==> src/rtl/pulse_pkg.sv <==
// Shared types and timing constants for the pulse input path
// (pulse_conditioner and pulse_width_counter).
package pulse_pkg;

  typedef enum logic [1:0] {
    IDLE_LOW  = 2'd0,
    WAIT_HIGH = 2'd1,
    IDLE_HIGH = 2'd2,
    WAIT_LOW  = 2'd3
  } pulse_state_e;

  localparam int CLK_FREQ_HZ  = 50_000_000;
  // Also used by pulse_width_counter for its ms conversion.
  localparam int DEBOUNCE_1MS = CLK_FREQ_HZ / 1000;

endpackage

==> src/rtl/pulse_conditioner_if.sv <==
// Pin-side and conditioned-side signals of the pulse conditioner.
// The master drives the raw pin level and enable; the slave returns the clean level.
interface pulse_conditioner_if #(
  parameter int GLITCH_W = 16
);

  logic                enable;
  logic                raw_in;
  logic                pulse_out;
  logic                rise_tick;
  logic                fall_tick;
  logic                busy;
  logic [GLITCH_W-1:0] glitch_cnt;

  modport master (
    output enable,
    output raw_in,
    input  pulse_out,
    input  rise_tick,
    input  fall_tick,
    input  busy,
    input  glitch_cnt
  );

  modport slave (
    input  enable,
    input  raw_in,
    output pulse_out,
    output rise_tick,
    output fall_tick,
    output busy,
    output glitch_cnt
  );

endinterface

==> src/rtl/pulse_conditioner_chk.sv <==
// Tick/level consistency properties of the conditioner outputs.
module pulse_conditioner_chk (
  input logic clk,
  input logic rst,
  input logic pulse_out,
  input logic rise_tick,
  input logic fall_tick,
  input logic busy
);

  a_ticks_exclusive: assert property (@(posedge clk) disable iff (rst)
    !(rise_tick && fall_tick));

  a_rise_level: assert property (@(posedge clk) disable iff (rst)
    rise_tick |-> pulse_out);

  a_fall_level: assert property (@(posedge clk) disable iff (rst)
    fall_tick |-> !pulse_out);

  a_busy_no_tick: assert property (@(posedge clk) disable iff (rst)
    busy |-> !(rise_tick || fall_tick));

endmodule

==> src/rtl/sync_ff.sv <==
// Multi-stage flop synchroniser for a single asynchronous bit; every stage clears to 0.
module sync_ff #(
  parameter int STAGES = 2
) (
  input  logic clk,
  input  logic rst,
  input  logic d,
  output logic q
);

  logic [STAGES-1:0] ff_r;

  if (STAGES < 2) begin : g_bad_stages
    $error("sync_ff: STAGES must be at least 2");
  end

  // Shift the raw bit through the chain; bit 0 is the metastable first stage.
  always_ff @(posedge clk) begin
    if (rst) begin
      ff_r <= {STAGES{1'b0}};
    end else begin
      ff_r <= {ff_r[STAGES-2:0], d};
    end
  end

  assign q = ff_r[STAGES-1];

endmodule

==> src/rtl/pulse_conditioner.sv <==
// Synchronises and debounces a bouncy pin level into a clean level plus edge ticks,
// counting rejected (too short) transitions in a saturating counter.
module pulse_conditioner
  import pulse_pkg::*;
#(
  parameter int SYNC_STAGES     = 2,
  parameter int DEBOUNCE_CYCLES = DEBOUNCE_1MS,
  parameter int GLITCH_W        = 16
) (
  input  logic               clk,
  input  logic               rst,
  pulse_conditioner_if.slave bus
);

  localparam int              CNT_W   = (DEBOUNCE_CYCLES > 1) ? $clog2(DEBOUNCE_CYCLES) : 1;
  localparam logic [CNT_W-1:0] CNT_MAX = CNT_W'(DEBOUNCE_CYCLES - 1);

  localparam logic [1:0] ST_IDLE_LOW  = IDLE_LOW;
  localparam logic [1:0] ST_WAIT_HIGH = WAIT_HIGH;
  localparam logic [1:0] ST_IDLE_HIGH = IDLE_HIGH;
  localparam logic [1:0] ST_WAIT_LOW  = WAIT_LOW;

  if (SYNC_STAGES < 2) begin : g_bad_sync
    $error("pulse_conditioner: SYNC_STAGES must be at least 2");
  end
  if (DEBOUNCE_CYCLES < 1) begin : g_bad_debounce
    $error("pulse_conditioner: DEBOUNCE_CYCLES must be at least 1");
  end
  if (GLITCH_W < 1) begin : g_bad_glitch_w
    $error("pulse_conditioner: GLITCH_W must be at least 1");
  end

  function automatic logic [GLITCH_W-1:0] sat_inc(input logic [GLITCH_W-1:0] v);
    logic [GLITCH_W-1:0] r;
    if (v == {GLITCH_W{1'b1}}) begin
      r = v;
    end else begin
      r = v + GLITCH_W'(1);
    end
    return r;
  endfunction

  logic                s_s;
  logic [1:0]          state_r, state_nx_s;
  logic [CNT_W-1:0]    cnt_r, cnt_nx_s;
  logic                pulse_r, pulse_nx_s;
  logic                rise_r, rise_nx_s;
  logic                fall_r, fall_nx_s;
  logic                busy_r, busy_nx_s;
  logic                glitch_inc_s;
  logic [GLITCH_W-1:0] glitch_r;

  sync_ff #(
    .STAGES (SYNC_STAGES)
  ) u_sync (
    .clk (clk),
    .rst (rst),
    .d   (bus.raw_in),
    .q   (s_s)
  );

  // Debounce FSM: a transition is accepted only after s stays at the new level
  // for DEBOUNCE_CYCLES+1 consecutive edges; an early return counts as a glitch.
  always_comb begin
    state_nx_s   = state_r;
    cnt_nx_s     = cnt_r;
    pulse_nx_s   = pulse_r;
    rise_nx_s    = 1'b0;
    fall_nx_s    = 1'b0;
    glitch_inc_s = 1'b0;

    if (!bus.enable) begin
      // Aborting a pending qualification here is not a glitch.
      state_nx_s = ST_IDLE_LOW;
      cnt_nx_s   = {CNT_W{1'b0}};
      pulse_nx_s = 1'b0;
      fall_nx_s  = pulse_r;
    end else begin
      case (state_r)
        ST_IDLE_LOW: begin
          if (s_s) begin
            state_nx_s = ST_WAIT_HIGH;
            cnt_nx_s   = {CNT_W{1'b0}};
          end else begin
            state_nx_s = ST_IDLE_LOW;
          end
        end
        ST_WAIT_HIGH: begin
          if (!s_s) begin
            state_nx_s   = ST_IDLE_LOW;
            cnt_nx_s     = {CNT_W{1'b0}};
            glitch_inc_s = 1'b1;
          end else if (cnt_r == CNT_MAX) begin
            state_nx_s = ST_IDLE_HIGH;
            cnt_nx_s   = {CNT_W{1'b0}};
            pulse_nx_s = 1'b1;
            rise_nx_s  = 1'b1;
          end else begin
            cnt_nx_s = cnt_r + CNT_W'(1);
          end
        end
        ST_IDLE_HIGH: begin
          if (!s_s) begin
            state_nx_s = ST_WAIT_LOW;
            cnt_nx_s   = {CNT_W{1'b0}};
          end else begin
            state_nx_s = ST_IDLE_HIGH;
          end
        end
        ST_WAIT_LOW: begin
          if (s_s) begin
            state_nx_s   = ST_IDLE_HIGH;
            cnt_nx_s     = {CNT_W{1'b0}};
            glitch_inc_s = 1'b1;
          end else if (cnt_r == CNT_MAX) begin
            state_nx_s = ST_IDLE_LOW;
            cnt_nx_s   = {CNT_W{1'b0}};
            pulse_nx_s = 1'b0;
            fall_nx_s  = 1'b1;
          end else begin
            cnt_nx_s = cnt_r + CNT_W'(1);
          end
        end
        default: begin
          state_nx_s = ST_IDLE_LOW;
          cnt_nx_s   = {CNT_W{1'b0}};
          pulse_nx_s = 1'b0;
        end
      endcase
    end

    busy_nx_s = (state_nx_s == ST_WAIT_HIGH) || (state_nx_s == ST_WAIT_LOW);
  end

  // State, counter and all outputs are registered.
  always_ff @(posedge clk) begin
    if (rst) begin
      state_r  <= ST_IDLE_LOW;
      cnt_r    <= {CNT_W{1'b0}};
      pulse_r  <= 1'b0;
      rise_r   <= 1'b0;
      fall_r   <= 1'b0;
      busy_r   <= 1'b0;
      glitch_r <= {GLITCH_W{1'b0}};
    end else begin
      state_r  <= state_nx_s;
      cnt_r    <= cnt_nx_s;
      pulse_r  <= pulse_nx_s;
      rise_r   <= rise_nx_s;
      fall_r   <= fall_nx_s;
      busy_r   <= busy_nx_s;
      glitch_r <= glitch_inc_s ? sat_inc(glitch_r) : glitch_r;
    end
  end

  assign bus.pulse_out  = pulse_r;
  assign bus.rise_tick  = rise_r;
  assign bus.fall_tick  = fall_r;
  assign bus.busy       = busy_r;
  assign bus.glitch_cnt = glitch_r;

  pulse_conditioner_chk u_chk (
    .clk       (clk),
    .rst       (rst),
    .pulse_out (pulse_r),
    .rise_tick (rise_r),
    .fall_tick (fall_r),
    .busy      (busy_r)
  );

endmodule

==> src/flat_wrapper.sv <==
// flat-port wrapper written by rule: the top's interface ports become plain ports
module pulse_conditioner_flat import pulse_pkg::*;
#(
  parameter int SYNC_STAGES     = 2,
  parameter int DEBOUNCE_CYCLES = DEBOUNCE_1MS,
  parameter int GLITCH_W        = 16
)
  (clk, rst, bus_enable, bus_raw_in, bus_pulse_out, bus_rise_tick, bus_fall_tick, bus_busy, bus_glitch_cnt);
  pulse_conditioner_if #(.GLITCH_W(GLITCH_W)) bus_i ();
  input  logic clk;
  input  logic rst;
  input wire logic [$bits(bus_i.enable)-1:0] bus_enable;
  input wire logic [$bits(bus_i.raw_in)-1:0] bus_raw_in;
  output wire logic [$bits(bus_i.pulse_out)-1:0] bus_pulse_out;
  output wire logic [$bits(bus_i.rise_tick)-1:0] bus_rise_tick;
  output wire logic [$bits(bus_i.fall_tick)-1:0] bus_fall_tick;
  output wire logic [$bits(bus_i.busy)-1:0] bus_busy;
  output wire logic [$bits(bus_i.glitch_cnt)-1:0] bus_glitch_cnt;
  assign bus_i.enable = bus_enable;
  assign bus_i.raw_in = bus_raw_in;
  assign bus_pulse_out = bus_i.pulse_out;
  assign bus_rise_tick = bus_i.rise_tick;
  assign bus_fall_tick = bus_i.fall_tick;
  assign bus_busy = bus_i.busy;
  assign bus_glitch_cnt = bus_i.glitch_cnt;
  pulse_conditioner #(.SYNC_STAGES(SYNC_STAGES), .DEBOUNCE_CYCLES(DEBOUNCE_CYCLES), .GLITCH_W(GLITCH_W)) u_core (.clk(clk), .rst(rst), .bus(bus_i));
endmodule
==> config.mk <==
export PLATFORM = sky130hd
export DESIGN_NAME = pulse_conditioner_flat
export DESIGN_NICKNAME = d
export VERILOG_FILES = /design/src/rtl/pulse_pkg.sv /design/src/rtl/pulse_conditioner_if.sv /design/src/rtl/pulse_conditioner_chk.sv /design/src/rtl/sync_ff.sv /design/src/rtl/pulse_conditioner.sv /design/src/flat_wrapper.sv
export SDC_FILE = /design/constraint.sdc
export NUM_CORES = 1
export LEC_CHECK = 0
export ABC_AREA = 1
export BUFFER_PORTS_ARGS = -buffer_cell sky130_fd_sc_hd__buf_2
export CORE_MARGIN = 3
export CORE_UTILIZATION = 57
export DETAILED_ROUTE_END_ITERATION = 7
export GPL_TIMING_DRIVEN = 0
export PLACE_DENSITY = 0.76
export RECOVER_POWER = 25
export SLEW_MARGIN = 0
export SYNTH_ARGS = -nofsm -noshare
export SYNTH_HDL_FRONTEND = slang
export SYNTH_SLANG_ARGS = --single-unit
==> constraint.sdc <==
create_clock -name clk -period 2 [get_ports clk]
set_input_delay 0.4 -clock clk [delete_from_list [all_inputs] [get_ports clk]]
set_output_delay 0.4 -clock clk [all_outputs]
set_load 0.03 [all_outputs]
# --- Yosys cells after proc, flatten, opt, wreduce, memory -nomap -nowiden ---
# Cells that the tools add are included.
totals:
  regBits: 40
  in_bits: 4
  output_inout_bits: 20
classes:
  addsub: 2
  eq_ne: 13
  n_mux: 27
  bitwise_logic: 4
  n_reduce_logical: 8
op_table:
  columns: ["cell", "n"]
  rows:
  - ["2-to-1 mux 16 bit", 5]
  - ["case mux 16 bit (4 select lines)", 1]
  - ["adder 16 x 1 -> 16 bit (second input constant)", 2]
  - ["== test 16 bit (second input constant)", 2]
  - ["2-to-1 mux 1 bit", 13]
  - ["2-to-1 mux 2 bit", 5]
  - ["!= test 2 bit (second input constant)", 4]
  - ["case mux 2 bit (4 select lines)", 1]
  - ["== test 2 bit (second input constant)", 3]
  - ["AND reduction 5 bit", 1]
  - ["== test 2 x 1 -> 1 bit (second input constant)", 2]
  - ["!= test 2 x 1 -> 1 bit (second input constant)", 2]
  - ["NOT 1 bit", 4]
  - ["case mux 1 bit (2 select lines)", 2]
  - ["AND reduction 2 bit", 2]
  - ["OR reduction 4 bit", 1]
  - ["logical NOT 2 bit", 1]
  - ["nonzero test 2 bit", 1]
  - ["OR reduction 2 bit", 1]
  - ["logical OR 1 bit", 1]

# --- Depth between registers and ports, before layout ---
# Gate-level depths: netlist of the first run.
logic_depth:
  ltp_word: 7
  mapped_depth: 10

# --- Hierarchy ---
# A second synthesis of the first run with hierarchy kept.
unflattened:
  cells_unflattened: 338
  hier_area_um2: 2158.3
modules_own_cells:
  columns: ["module", "instances", "cells_per_inst", "area_each_um2", "seq_area_each_um2"]
  rows:
  - ["pulse_conditioner", 1, 332, 2103.3, 740.7]
  - ["sync_ff", 1, 6, 55.1, 40.0]

# --- Least setup slack after synthesis of the first run ---
# Ideal clock, no wire load.
synth_path:
  path_kind: "register to register"
  from: "reg u_core.glitch_r[0] (netlist: u_core.bus.glitch_cnt[0])"
  to: "reg u_core.glitch_r[13] (netlist: u_core.bus.glitch_cnt[13])"
  setup_ps: 67
  arrival_time_ps: 1687
  t_required_ps: 1933
  path_slack_ps: 245
  path_stages_with_launch: 9
  cell_sequence: "dfxtp_1 ha_1 nand3_2 clkinv_1 nand2_2 o21ai_2 buf_6 nand2_1 a21oi_2"
synth_via:
  elab_chain_cells: 3
synth_rtl:
  columns: ["item", "line_no", "source"]
  rows:
  - ["from (decl)", "pulse_conditioner.sv:51", "logic [GLITCH_W-1:0] glitch_r;"]
  - ["from (signal assigned)", "pulse_conditioner.sv:144", "glitch_r <= {GLITCH_W{1'b0}};"]
  - ["from (signal assigned)", "pulse_conditioner.sv:152", "glitch_r <= glitch_inc_s ? sat_inc(glitch_r) : glitch_r;"]
  - ["branches (longest 3 deep; another with adder 16 x 1 -> 16 bit)", null, null]
# Parallel ways; which one is timed is not known.
# A chain may end at the register's enable or synchronous reset.

# --- Worst setup path after layout of the first run ---
layout_path:
  from: "reg u_core.glitch_r[0] (netlist: u_core.bus.glitch_cnt[0])"
  to: "reg u_core.glitch_r[7] (netlist: u_core.bus.glitch_cnt[7])"
# Same word-level chain as after synthesis.

==> tab_implementation.tex, run 1 <==
\begin{tabular}{lr}
\hline
Metric & Value \\
\hline
\multicolumn{2}{l}{\textbf{Status}} \\
Result of the run & complete, no violations \\
\multicolumn{2}{l}{\textbf{Clocking}} \\
Count of buffers added by post-CTS timing repair for setup & 0 \\
Inserted Clock Buffers & 5 \\
TritonCTS clock tree & done \\
Number of sinks on the clock net & 39 \\
Insertion delay of the later-clocked pin in the worst-skew pair & around 350 ps \\
Number of buffers on the longest clock path & 2 \\
Hold\_buf cts & 0 \\
Clock-pin transition on the worst setup and hold timing paths & $\sim$120 ps \\
Number of gates given a new drive strength after cts & 0 \\
Root buffer cell & clkbuf\_4 \\
H-tree depth reported by CTS & 2 \\
\multicolumn{2}{l}{\textbf{Synthesis}} \\
Synthesized net count & roughly 310 \\
Synth area leader & dfxtp\_1 \\
Instance count of the mapped netlist & $\sim$300 \\
Library cells used by synthesis & 29 \\
Ranking of synthesized cells by area & dfxtp\_1 (39\%), nand2\_1 (14\%), nor2\_1 (8.5\%) \\
Per-instance average area after synthesis & a little under 7 um\^{}2 \\
Synthesized cell area & roughly 0.0020 mm\^{}2 \\
Area share of the largest cell type after synthesis & about 39\% \\
Synthesis warning total & 0 \\
Register bit count reported by yosys & 39 \\
Portion of the post-synthesis area used by sequential elements & a little under 40\% \\
\multicolumn{2}{l}{\textbf{Critical path}} \\
Slowest-stage cell, CP & dfxtp\_1 \\
Crit path kind & flip-flop to flip-flop \\
Worst Path Max Fanout & 10 \\
Worst endpoint data arrival time & roughly 2100 ps \\
Startpoint of the worst setup timing path & u\_core.bus.glitch\_cnt[0] \\
Endpoint required time on the critical path & 2280 ps \\
Delay of the slowest critical-path stage & 450 ps \\
CP endpoint kind & flip-flop \\
R2r worst-path depth & 8 \\
Category of the worst setup path launch point & flip-flop \\
Beginning of the worst register-to-register path & u\_core.bus.glitch\_cnt[0] \\
Cell chain of the critical path & ha\_1, nand3\_2, clkinv\_1, nand2\_2, o21ai\_2, buf\_6, nand2\_1, a21oi\_1 \\
\multicolumn{2}{l}{\textbf{STA}} \\
Fin crit period & around 1800 ps \\
RSZ-0062 raised after global routing & false \\
Number of slew-limit violations in the final report & 0 \\
Worst setup skew after layout & approximately 11 ps \\
Fin Setup TNS & 0 ps \\
Transition time at the pin with the least slew margin & between 500 and 600 ps \\
Top achievable clock speed & $\sim$550 MHz \\
Ratio of final minimum period to clock period & between 90\% and 100\% \\
Count of final hold-check violations & 0 \\
Max\_slew headroom & 66.4\% \\
Final-report setup violation count & 0 \\
\multicolumn{2}{l}{\textbf{Drt}} \\
Number of optimization iterations in the first detailed-route pass & 4 \\
1st-iter DRT viols & 65 \\
Post-route ant nets & 0 \\
Overall routed net length & roughly 4200 um \\
DR vias & 1916 \\
DR WL/cell & 11.2 um \\
Remaining DRCs & 0 \\
Drt via density & between 5 and 6 \\
\multicolumn{2}{l}{\textbf{Cells and area}} \\
Layout fillers & 320 \\
Share of post-route cells with drive strength above 1 & 10.3\% \\
Area overhead of the layout relative to synthesis & 10.9\% \\
Final design area excluding fillers & 0.00225 mm\^{}2 \\
Share of the core filled with cells & 66.3\% \\
Most frequent standard cell in the layout excluding fill and tap cells & nand2\_1 \\
Antenna diode instance count & 0 \\
NumNets Final & between 300 and 400 \\
Area of the multi-input gates & 0.00109 mm\^{}2 \\
FF+latch area & between 700 and 800 um\^{}2 \\
Highest-count cells in the layout ignoring fill and taps & nand2\_1 (78), nor2\_1 (46), dfxtp\_1 (39) \\
\multicolumn{2}{l}{\textbf{Global route}} \\
Wire length of the first global-routing pass & about 7500 um \\
GR peak layer & met2 \\
Met3 track demand over resource in global routing & under 10\% \\
Antenna violations before repair & 0 \\
Global routing met1 resource utilization & approximately a quarter \\
Number of global-route vias before repair & about 1800 \\
Global-route congestion overflow total & 0 \\
Largest net degree at the start of global routing & 12 \\
Routing usage on met2 & about two fifths \\
Aggregate global-route resource usage & about 22\% \\
\multicolumn{2}{l}{\textbf{Die}} \\
Site row count & 21 \\
Die Height & around 66 um \\
Effective utilization at floorplan & about three fifths \\
Die Wd & approximately 66 um \\
\# IOs & 24 \\
Standard cell core area & 0.00339 mm\^{}2 \\
Total Die Area & 0.00430 mm\^{}2 \\
\multicolumn{2}{l}{\textbf{Flow run}} \\
Max capacitance violation total & 0 \\
\multicolumn{2}{l}{\textbf{Hold path}} \\
Path category of the worst min-delay check & input pin to flip-flop \\
Instance count along the most critical hold path & 3 \\
Source of the worst hold timing path & bus\_raw\_in \\
\multicolumn{2}{l}{\textbf{Placement}} \\
Number of buffer cells added on primary ports & 22 \\
Routability Congestion & 0.924 \\
Sum of net half-perimeters after detailed placement & between 3000 and 4000 um \\
DP Area & approximately 0.0022 mm\^{}2 \\
\multicolumn{2}{l}{\textbf{Power}} \\
Lkg Pwr & about 0.8 nW \\
Power per cell area & around 570 mW/mm\^{}2 \\
Largest voltage drop on the vdd net & roughly 0.00035 V \\
\hline
\end{tabular}
==> power breakdown <==
group | internal (W) | switching, W | total [W]
clock | 0.000207 | 0.000245 | 0.000452
combinational | 0.0000102 | 0.0000309 | 0.0000411
sequential | 0.000779 | 0.00000223 | 0.000781
==> final timing paths <==
check | slack (ps) | endpoint
max | 190 | u_core.bus.glitch_cnt[7]
min | 260 | u_core.u_sync.ff_r[0]
max reg2reg | 190 | u_core.bus.glitch_cnt[7]
min reg2reg | 430 | u_core.u_sync.ff_r[1]
==> cells by family after synthesis <==
group / Yosys count / synth area share (%)
adder cells (fa/ha/maj): 2 / 1.24
flip-flops: 39 / 38.6
buffers and inverters: 39 / 7.79
XOR/XNOR: 14 / 6.06
AND/OR/NAND/NOR: 168 / 36.6
AO/OA/AOI/OAI: 37 / 9.77
==> cell type report <==
class                           count  share of cell area, %
Inverter                           35                   5.85
Sequential cell                    39                   34.8
Clock buffer                        8                   3.06
Multi-Input combinational cell    221                   48.4
Timing Repair Buffer               22                   4.23
Tap cell                           46                   2.56
Buffer                              4                   1.17
==> through the flow <==
step | instances | hold WS, ps | total power [W] | setup WS, ps
2_1_floorplan | 299 | 388 | 0.000829 | 245
3_3_place_gp | 367 | 404 | 0.000840 | 224
3_5_place_dp | 367 | 407 | 0.000841 | 213
4_1_cts | 375 | 256 | 0.00129 | 187
5_1_grt | 375 | 261 | 0.00134 | 7.77
6_report | 375 | 260 | 0.00127 | 190
==> critical path, delay by kind of cell (launching register included) <==
| family | cells | cell delay (ps) |
|---|---|---|
| flops | 1 | 450 |
| fa+ha+maj | 1 | 290 |
| simple gates | 3 | 250 |
| compound gates | 2 | 460 |
| buf+inv | 2 | 290 |
==> synthesized netlist by cell type, drive strengths merged <==
library cell / n
nand2: 82
nor2: 49
dfxtp: 39
inv: 34
a21oi: 23
nand3: 22
o21ai: 11
nand4: 7
xnor2: 7
xor2: 7
nor3: 5
buf: 3
ha: 2
nor3b: 2
o22ai: 2
and3: 1
clkbuf: 1
clkinv: 1
o21a: 1
==> routing by layer <==
layer  share of wire [%]  vias up
li1                    -     1014
met1                  43      869
met2                  52       29
met3                 4.2        4
met4                 1.1        0
met5                   0        -
==> state kept, by name (all words and copies together), names as in the netlist <==
name and cells:
u_core.cnt_r 16, u_core.bus.glitch_cnt 16, u_core.state_r 2, u_core.bus.rise_tick 1, u_core.bus.pulse_out 1, u_core.bus.fall_tick 1, u_core.u_sync.ff_r 2
Note: power is estimated with default switching activity, not from simulation.
==> run 2: changes to the inputs <==
CORE_ASPECT_RATIO = 0.5   (was unset)
==> run 2 against run 1 <==
Wire length up 3.8%. Combinational power about the same. Hold slack better by 49 ps. Register-to-register slack better by 70 ps. Total power up 6.9%. Global-route usage down 1.1 points. Clock power up 19%. Final cell count up 0.27%. Fmax up 3.8%. Clock-buffer cell count down 2. Critical path depth unchanged. Largest power group unchanged.
==> tab_implementation.tex, run 2 (synthesis gave the netlist of run 1 again) <==
\begin{tabular}{lr}
\hline
Metric & Value \\
\hline
\multicolumn{2}{l}{\textbf{Cells and area}} \\
Layout fillers & 300 (was 320) \\
Antenna diode instance count & 0 (unchanged) \\
Most frequent standard cell in the layout excluding fill and tap cells & nand2\_1 (unchanged) \\
Highest-count cells in the layout ignoring fill and taps & nand2\_1 (78), nor2\_1 (46), dfxtp\_1 (39) (unchanged) \\
Area overhead of the layout relative to synthesis & 12.4\% (was 10.9\%) \\
NumNets Final & 334 (unchanged) \\
Share of post-route cells with drive strength above 1 & 10.4\% (was 10.3\%) \\
\multicolumn{2}{l}{\textbf{Die}} \\
Total Die Area & 0.00435 mm\^{}2 (was 0.00430 mm\^{}2) \\
\# IOs & 24 (unchanged) \\
Standard cell core area & 0.00319 mm\^{}2 (was 0.00339 mm\^{}2) \\
Effective utilization at floorplan & 63.5\% (was 59.7\%) \\
Die Wd & 90.3 um (was 65.6 um) \\
Site row count & 14 (was 21) \\
Die Height & 48.1 um (was 65.6 um) \\
\multicolumn{2}{l}{\textbf{Critical path}} \\
Worst Path Max Fanout & 10 (unchanged) \\
Cell chain of the critical path & ha\_1, nand3\_2, clkinv\_1, nand2\_2, o21ai\_4, buf\_6, nand2\_1, a21oi\_1 (was ha\_1, nand3\_2, clkinv\_1, nand2\_2, o21ai\_2, buf\_6, nand2\_1, a21oi\_1) \\
Worst endpoint data arrival time & 1970 ps (was 2090 ps) \\
Category of the worst setup path launch point & flip-flop (unchanged) \\
Slowest-stage cell, CP & dfxtp\_1 (unchanged) \\
Endpoint required time on the critical path & 2220 ps (was 2280 ps) \\
CP endpoint kind & flip-flop (unchanged) \\
Crit path kind & flip-flop to flip-flop (unchanged) \\
Delay of the slowest critical-path stage & 430 ps (was 450 ps) \\
\multicolumn{2}{l}{\textbf{Clocking}} \\
Hold\_buf cts & 0 (unchanged) \\
Number of sinks on the clock net & 39 (unchanged) \\
Root buffer cell & clkbuf\_8 (was clkbuf\_4) \\
Inserted Clock Buffers & 5 (unchanged) \\
Number of buffers on the longest clock path & 2 (unchanged) \\
Clock-pin transition on the worst setup and hold timing paths & 80 ps (was 120 ps) \\
TritonCTS clock tree & done (unchanged) \\
H-tree depth reported by CTS & 2 (unchanged) \\
Insertion delay of the later-clocked pin in the worst-skew pair & 290 ps (was 350 ps) \\
\multicolumn{2}{l}{\textbf{Drt}} \\
DR vias & 1939 (was 1916) \\
Number of optimization iterations in the first detailed-route pass & 4 (unchanged) \\
DR WL/cell & 11.6 um (was 11.2 um) \\
1st-iter DRT viols & 63 (was 65) \\
Met3 wire length & 193 um (was 177 um) \\
Wire length on met2 & 2100 um (was 2170 um) \\
Post-route ant nets & 0 (unchanged) \\
Routed length on met1 & 1990 um (was 1790 um) \\
Overall routed net length & 4340 um (was 4190 um) \\
Highest routed metal layer & met4 (unchanged) \\
Remaining DRCs & 0 (unchanged) \\
Drt via density & 5.16 (was 5.11) \\
\multicolumn{2}{l}{\textbf{Global route}} \\
Largest net degree at the start of global routing & 12 (unchanged) \\
Antenna violations before repair & 0 (unchanged) \\
Number of global-route vias before repair & 1741 (was 1779) \\
Global-route congestion overflow total & 0 (unchanged) \\
Aggregate global-route resource usage & 21.2\% (was 22.3\%) \\
Wire length of the first global-routing pass & 7350 um (was 7530 um) \\
\multicolumn{2}{l}{\textbf{STA}} \\
Top achievable clock speed & 573 MHz (was 553 MHz) \\
Worst setup skew after layout & 7.27 ps (was 11.0 ps) \\
Fin crit period & 1740 ps (was 1810 ps) \\
RSZ-0062 raised after global routing & false (unchanged) \\
Final-report setup violation count & 0 (unchanged) \\
Count of final hold-check violations & 0 (unchanged) \\
Transition time at the pin with the least slew margin & 471 ps (was 504 ps) \\
Post-route setup slack & 256 ps (was 190 ps) \\
Fin Setup TNS & 0 ps (unchanged) \\
Max\_slew headroom & 68.6\% (was 66.4\%) \\
Number of slew-limit violations in the final report & 0 (unchanged) \\
Ratio of final minimum period to clock period & 87.2\% (was 90.5\%) \\
\multicolumn{2}{l}{\textbf{Placement}} \\
Number of buffer cells added on primary ports & 22 (unchanged) \\
Worst setup timing slack at the placement stage & 196 ps (was 213 ps) \\
Routability Congestion & 0.865 (was 0.924) \\
Sum of net half-perimeters after detailed placement & 3350 um (was 3200 um) \\
\multicolumn{2}{l}{\textbf{Power}} \\
Overall Power & 0.00136 W (was 0.00127 W) \\
Largest voltage drop on the vdd net & 0.000481 V (was 0.000351 V) \\
Power per cell area & 599 mW/mm\^{}2 (was 567 mW/mm\^{}2) \\
Lkg Pwr & 0.832 nW (was 0.823 nW) \\
\multicolumn{2}{l}{\textbf{Hold path}} \\
Path category of the worst min-delay check & input pin to flip-flop (unchanged) \\
\multicolumn{2}{l}{\textbf{Status}} \\
Result of the run & complete, no violations (unchanged) \\
\multicolumn{2}{l}{\textbf{Flow run}} \\
Max capacitance violation total & 0 (unchanged) \\
\hline
\end{tabular}
-- run 2: path summary, 6_finish.rpt --
kind	from	to	slack, ps	cells past startpoint
worst max register to register	u_core.bus.glitch_cnt[0]	u_core.bus.glitch_cnt[11]	260	8
worst min register to register	u_core.u_sync.ff_r[0]	u_core.u_sync.ff_r[1]	420	2
worst min-delay path	bus_raw_in	u_core.u_sync.ff_r[0]	310	3
worst max-delay path	u_core.bus.glitch_cnt[0]	u_core.bus.glitch_cnt[11]	260	8
-- run 2: cell type report --
type | instances | area, um^2 | share of cell area [%]
Buffer | 4 | 26.3 | 1.16
Clock inverter | 1 | 5.00 | 0.220
Multi-Input combinational cell | 221 | 1090 | 48.1
Tap cell | 48 | 60.1 | 2.64
Timing Repair Buffer | 22 | 95.1 | 4.18
Inverter | 35 | 131 | 5.78
Sequential cell | 39 | 781 | 34.3
Clock buffer | 6 | 82.6 | 3.63
-- run 2: worst max-delay path, delay by kind of cell, from the launching register on --
kind                       cells  cell delay [ps]
buffers and inverters          2              270
adders and majority gates      1              290
DFF                            1              430
AOI/OAI and AO/OA              2              410
and+or+nand+nor                3              270
-- run 2: per-stage QoR --
stage,hold slack (ps),utilization [%],std cells,area [um^2]
2_1_floorplan,388,-,299,2020
3_3_place_gp,402,68.8,369,2190
5_1_grt,331,71.4,376,2270
6_report,309,71.4,376,2270
4_1_cts,308,71.6,376,2280
3_5_place_dp,408,68.8,369,2190
-- run 2: what timing repair did --
action / 4_1_cts / 5_1_grt
setup buffers: 0 / 0
setup endpoints to repair: 0 / 1
gates resized for setup: 0 / 1
hold endpoints to repair: 0 / 0
-- run 2: where the power goes --
| group | internal [W] | switching (W) | total (W) |
|---|---|---|---|
| registers | 0.000779 | 0.00000216 | 0.000781 |
| clock network | 0.000271 | 0.000270 | 0.000540 |
| logic | 0.0000103 | 0.0000307 | 0.0000411 |
-- run 2: per-layer routing --
metal	GRT usage, %	vias to the layer above
met3	4.62	12
met2	42.0	41
met1	24.3	878
met5	0	-
li1	-	1008
met4	7.60	0
==> run 3: changes to the inputs <==
CELL_PAD_IN_SITES_DETAIL_PLACEMENT = 0   (was unset)
CELL_PAD_IN_SITES_GLOBAL_PLACEMENT = 1   (was unset)
CORE_UTILIZATION = 41   (was 57)
PLACE_DENSITY = 0.77   (was 0.76)
==> run 3 against run 2 <==
Via count down 1.8%. Critical endpoint unchanged. Critical path type unchanged. Register-to-register slack worse by 40 ps. Critical path depth unchanged. Largest power group unchanged.
==> tab_implementation.tex, run 3 (synthesis gave the netlist of run 1 again) <==
\begin{tabular}{lr}
\hline
Metric & Value \\
\hline
\multicolumn{2}{l}{\textbf{STA}} \\
Transition time at the pin with the least slew margin & 486 ps (was 471 ps) \\
Fin crit period & 1780 ps (was 1740 ps) \\
Top achievable clock speed & 562 MHz (was 573 MHz) \\
Number of slew-limit violations in the final report & 0 (unchanged) \\
Final-report setup violation count & 0 (unchanged) \\
Worst slack on hold paths & 315 ps (was 309 ps) \\
Fin Setup TNS & 0 ps (unchanged) \\
Worst setup skew after layout & 10.0 ps (was 7.27 ps) \\
RSZ-0062 raised after global routing & false (unchanged) \\
Count of final hold-check violations & 0 (unchanged) \\
Ratio of final minimum period to clock period & 89.0\% (was 87.2\%) \\
Max\_slew headroom & 67.5\% (was 68.6\%) \\
\multicolumn{2}{l}{\textbf{Clocking}} \\
Clock-pin transition on the worst setup and hold timing paths & 90 ps (was 80 ps) \\
Number of buffers on the longest clock path & 2 (unchanged) \\
Inserted Clock Buffers & 5 (unchanged) \\
H-tree depth reported by CTS & 2 (unchanged) \\
Root buffer cell & clkbuf\_8 (unchanged) \\
TritonCTS clock tree & done (unchanged) \\
Count of buffers added by post-CTS timing repair for setup & 0 (unchanged) \\
Insertion delay of the later-clocked pin in the worst-skew pair & 290 ps (about the same) \\
Number of sinks on the clock net & 39 (unchanged) \\
\multicolumn{2}{l}{\textbf{Cells and area}} \\
Most frequent standard cell in the layout excluding fill and tap cells & nand2\_1 (unchanged) \\
Final design area excluding fillers & 0.00233 mm\^{}2 (was 0.00227 mm\^{}2) \\
Area of the multi-input gates & 0.00110 mm\^{}2 (was 0.00109 mm\^{}2) \\
Layout fillers & 477 (was 300) \\
NumNets Final & 334 (unchanged) \\
Highest-count cells in the layout ignoring fill and taps & nand2\_1 (78), nor2\_1 (45), dfxtp\_1 (39) (was nand2\_1 (78), nor2\_1 (46), dfxtp\_1 (39)) \\
Number of standard cells in the layout, taps in and fillers out & 395 (was 376) \\
FF+latch area & 781 um\^{}2 (unchanged) \\
Area overhead of the layout relative to synthesis & 15.1\% (was 12.4\%) \\
Share of post-route cells with drive strength above 1 & 10.9\% (was 10.4\%) \\
Antenna diode instance count & 0 (unchanged) \\
\multicolumn{2}{l}{\textbf{Critical path}} \\
Crit path kind & flip-flop to flip-flop (unchanged) \\
Startpoint of the worst setup timing path & u\_core.bus.glitch\_cnt[0] (unchanged) \\
Worst Path Buf+Inv & 2 (unchanged) \\
WP depth & 8 (unchanged) \\
Category of cells accounting for the largest share of critical-path delay & compound AO/OA/AOI/OAI gates (was flip-flops) \\
Beginning of the worst register-to-register path & u\_core.bus.glitch\_cnt[0] (unchanged) \\
Slowest-stage cell, CP & dfxtp\_1 (unchanged) \\
Cell chain of the critical path & ha\_1, nand3\_2, clkinv\_1, nand2\_2, o21ai\_2, buf\_6, nand2\_1, a21oi\_1 (was ha\_1, nand3\_2, clkinv\_1, nand2\_2, o21ai\_4, buf\_6, nand2\_1, a21oi\_1) \\
Category of the worst setup path launch point & flip-flop (unchanged) \\
Worst Path Max Fanout & 10 (unchanged) \\
CP endpoint kind & flip-flop (unchanged) \\
R2r worst-path depth & 8 (unchanged) \\
Destination of the worst register-to-register timing path & u\_core.bus.glitch\_cnt[11] (unchanged) \\
Endpoint required time on the critical path & 2220 ps (about the same) \\
Delay of the slowest critical-path stage & 430 ps (about the same) \\
Worst endpoint data arrival time & 2000 ps (was 1970 ps) \\
Capture point of the critical path & u\_core.bus.glitch\_cnt[11] (unchanged) \\
R2R setup slack & 220 ps (was 260 ps) \\
\multicolumn{2}{l}{\textbf{Global route}} \\
Number of global-route vias before repair & 1759 (was 1741) \\
Antenna violations before repair & 0 (unchanged) \\
Wire length of the first global-routing pass & 7910 um (was 7350 um) \\
Largest net degree at the start of global routing & 13 (was 12) \\
Global-route congestion overflow total & 0 (unchanged) \\
Aggregate global-route resource usage & 16.5\% (was 21.2\%) \\
\multicolumn{2}{l}{\textbf{Power}} \\
Seq pwr share & 51.2\% (was 57.3\%) \\
Clk pwr share & 45.9\% (was 39.7\%) \\
Power per cell area & 654 mW/mm\^{}2 (was 599 mW/mm\^{}2) \\
Internal Power & 0.00119 W (was 0.00106 W) \\
Overall Power & 0.00152 W (was 0.00136 W) \\
Largest voltage drop on the vdd net & 0.000265 V (was 0.000481 V) \\
Lkg Pwr & 0.846 nW (was 0.832 nW) \\
Switching component of the power & 0.000330 W (was 0.000303 W) \\
Relative contribution of combinational cells to total power & 2.9\% (was 3.0\%) \\
Switching share of total power & 21.7\% (was 22.2\%) \\
\multicolumn{2}{l}{\textbf{Die}} \\
Effective utilization at floorplan & 44.3\% (was 63.5\%) \\
Die Wd & 105 um (was 90.3 um) \\
Site row count & 17 (was 14) \\
Standard cell core area & 0.00457 mm\^{}2 (was 0.00319 mm\^{}2) \\
Total Die Area & 0.00587 mm\^{}2 (was 0.00435 mm\^{}2) \\
Die Height & 55.7 um (was 48.1 um) \\
\# IOs & 24 (unchanged) \\
\multicolumn{2}{l}{\textbf{Drt}} \\
Post-route ant nets & 0 (unchanged) \\
DR WL/cell & 11.6 um (about the same) \\
Number of optimization iterations in the first detailed-route pass & 5 (was 4) \\
1st-iter DRT viols & 64 (was 63) \\
Remaining DRCs & 0 (unchanged) \\
Overall routed net length & 4590 um (was 4340 um) \\
DR vias & 1904 (was 1939) \\
Drt via density & 4.82 (was 5.16) \\
\multicolumn{2}{l}{\textbf{Hold path}} \\
Path category of the worst min-delay check & input pin to flip-flop (unchanged) \\
\multicolumn{2}{l}{\textbf{Flow run}} \\
Max capacitance violation total & 0 (unchanged) \\
\multicolumn{2}{l}{\textbf{Status}} \\
Result of the run & complete, no violations (unchanged) \\
\multicolumn{2}{l}{\textbf{Placement}} \\
Cell Count Post-Placement & 387 (was 369) \\
Routability Congestion & 0.810 (was 0.865) \\
Sum of net half-perimeters after detailed placement & 3430 um (was 3350 um) \\
Number of buffer cells added on primary ports & 22 (unchanged) \\
DP Area & 0.00222 mm\^{}2 (was 0.00219 mm\^{}2) \\
\hline
\end{tabular}
==> run 3: cell count changes in the layout (fill, tap and decap cells not counted), sizes merged <==
cell / delta
bufinv: +1
==> run 3: tightest hold or removal path: cells and delay by family <==
kind	cells	cell delay (ps)
and+or+nand+nor	1	30
buffers and inverters	2	130
==> run 3: final cells by class <==
type | instances | share of cell area, %
Multi-Input combinational cell | 221 | 47.0
Buffer | 4 | 1.13
Clock buffer | 6 | 3.54
Tap cell | 66 | 3.54
Timing Repair Buffer | 22 | 4.08
Sequential cell | 39 | 33.5
Clock inverter | 2 | 1.50
Inverter | 35 | 5.64
==> run 3: power by group through the flow <==
stage | logic, W | clock network, W | registers, W
2_1_floorplan | 0.0000286 | 0 | 0.000800
3_3_place_gp | 0.0000421 | 0 | 0.000799
3_5_place_dp | 0.0000430 | 0 | 0.000799
4_1_cts | 0.0000434 | 0.000720 | 0.000780
5_1_grt | 0.0000500 | 0.000752 | 0.000781
6_report | 0.0000439 | 0.000699 | 0.000781
==> run 3: how the worst min path moves through the flow <==
stage	startpoint	to	slack [ps]	depth (start not counted)
3_3_place_gp	u_core.u_sync.ff_r[0]	u_core.u_sync.ff_r[1]	400	2
6_report	bus_raw_in	u_core.u_sync.ff_r[0]	320	3
5_1_grt	bus_raw_in	u_core.u_sync.ff_r[0]	320	3
3_5_place_dp	u_core.u_sync.ff_r[0]	u_core.u_sync.ff_r[1]	410	2
2_1_floorplan	u_core.u_sync.ff_r[0]	u_core.u_sync.ff_r[1]	390	2
4_1_cts	bus_raw_in	u_core.u_sync.ff_r[0]	310	3
==> run 3: metal layers <==
metal / up-vias / wire length, um / track usage (%)
met5: - / 0 / 0
met4: 0 / 53 / 4.86
met1: 863 / 2380 / 22.2
met2: 29 / 1960 / 25.9
met3: 7 / 192 / 4.29
li1: 1005 / - / -
==> run 3: repair_timing <==
| item | CTS | global route |
|---|---|---|
| endpoints found under the setup margin | 0 | 3 |
| endpoints found under the hold margin | 0 | 0 |
| hold buffers | 0 | 0 |
| gates resized for setup | 0 | 2 |
==> run 3: metrics by stage <==
stage               util, %  worst slack (ps)
floorplan                 -               245
global placement       48.5               254
detailed placement     48.5               231
CTS                    51.1               198
global route           50.9              75.6
finish                 50.9               219
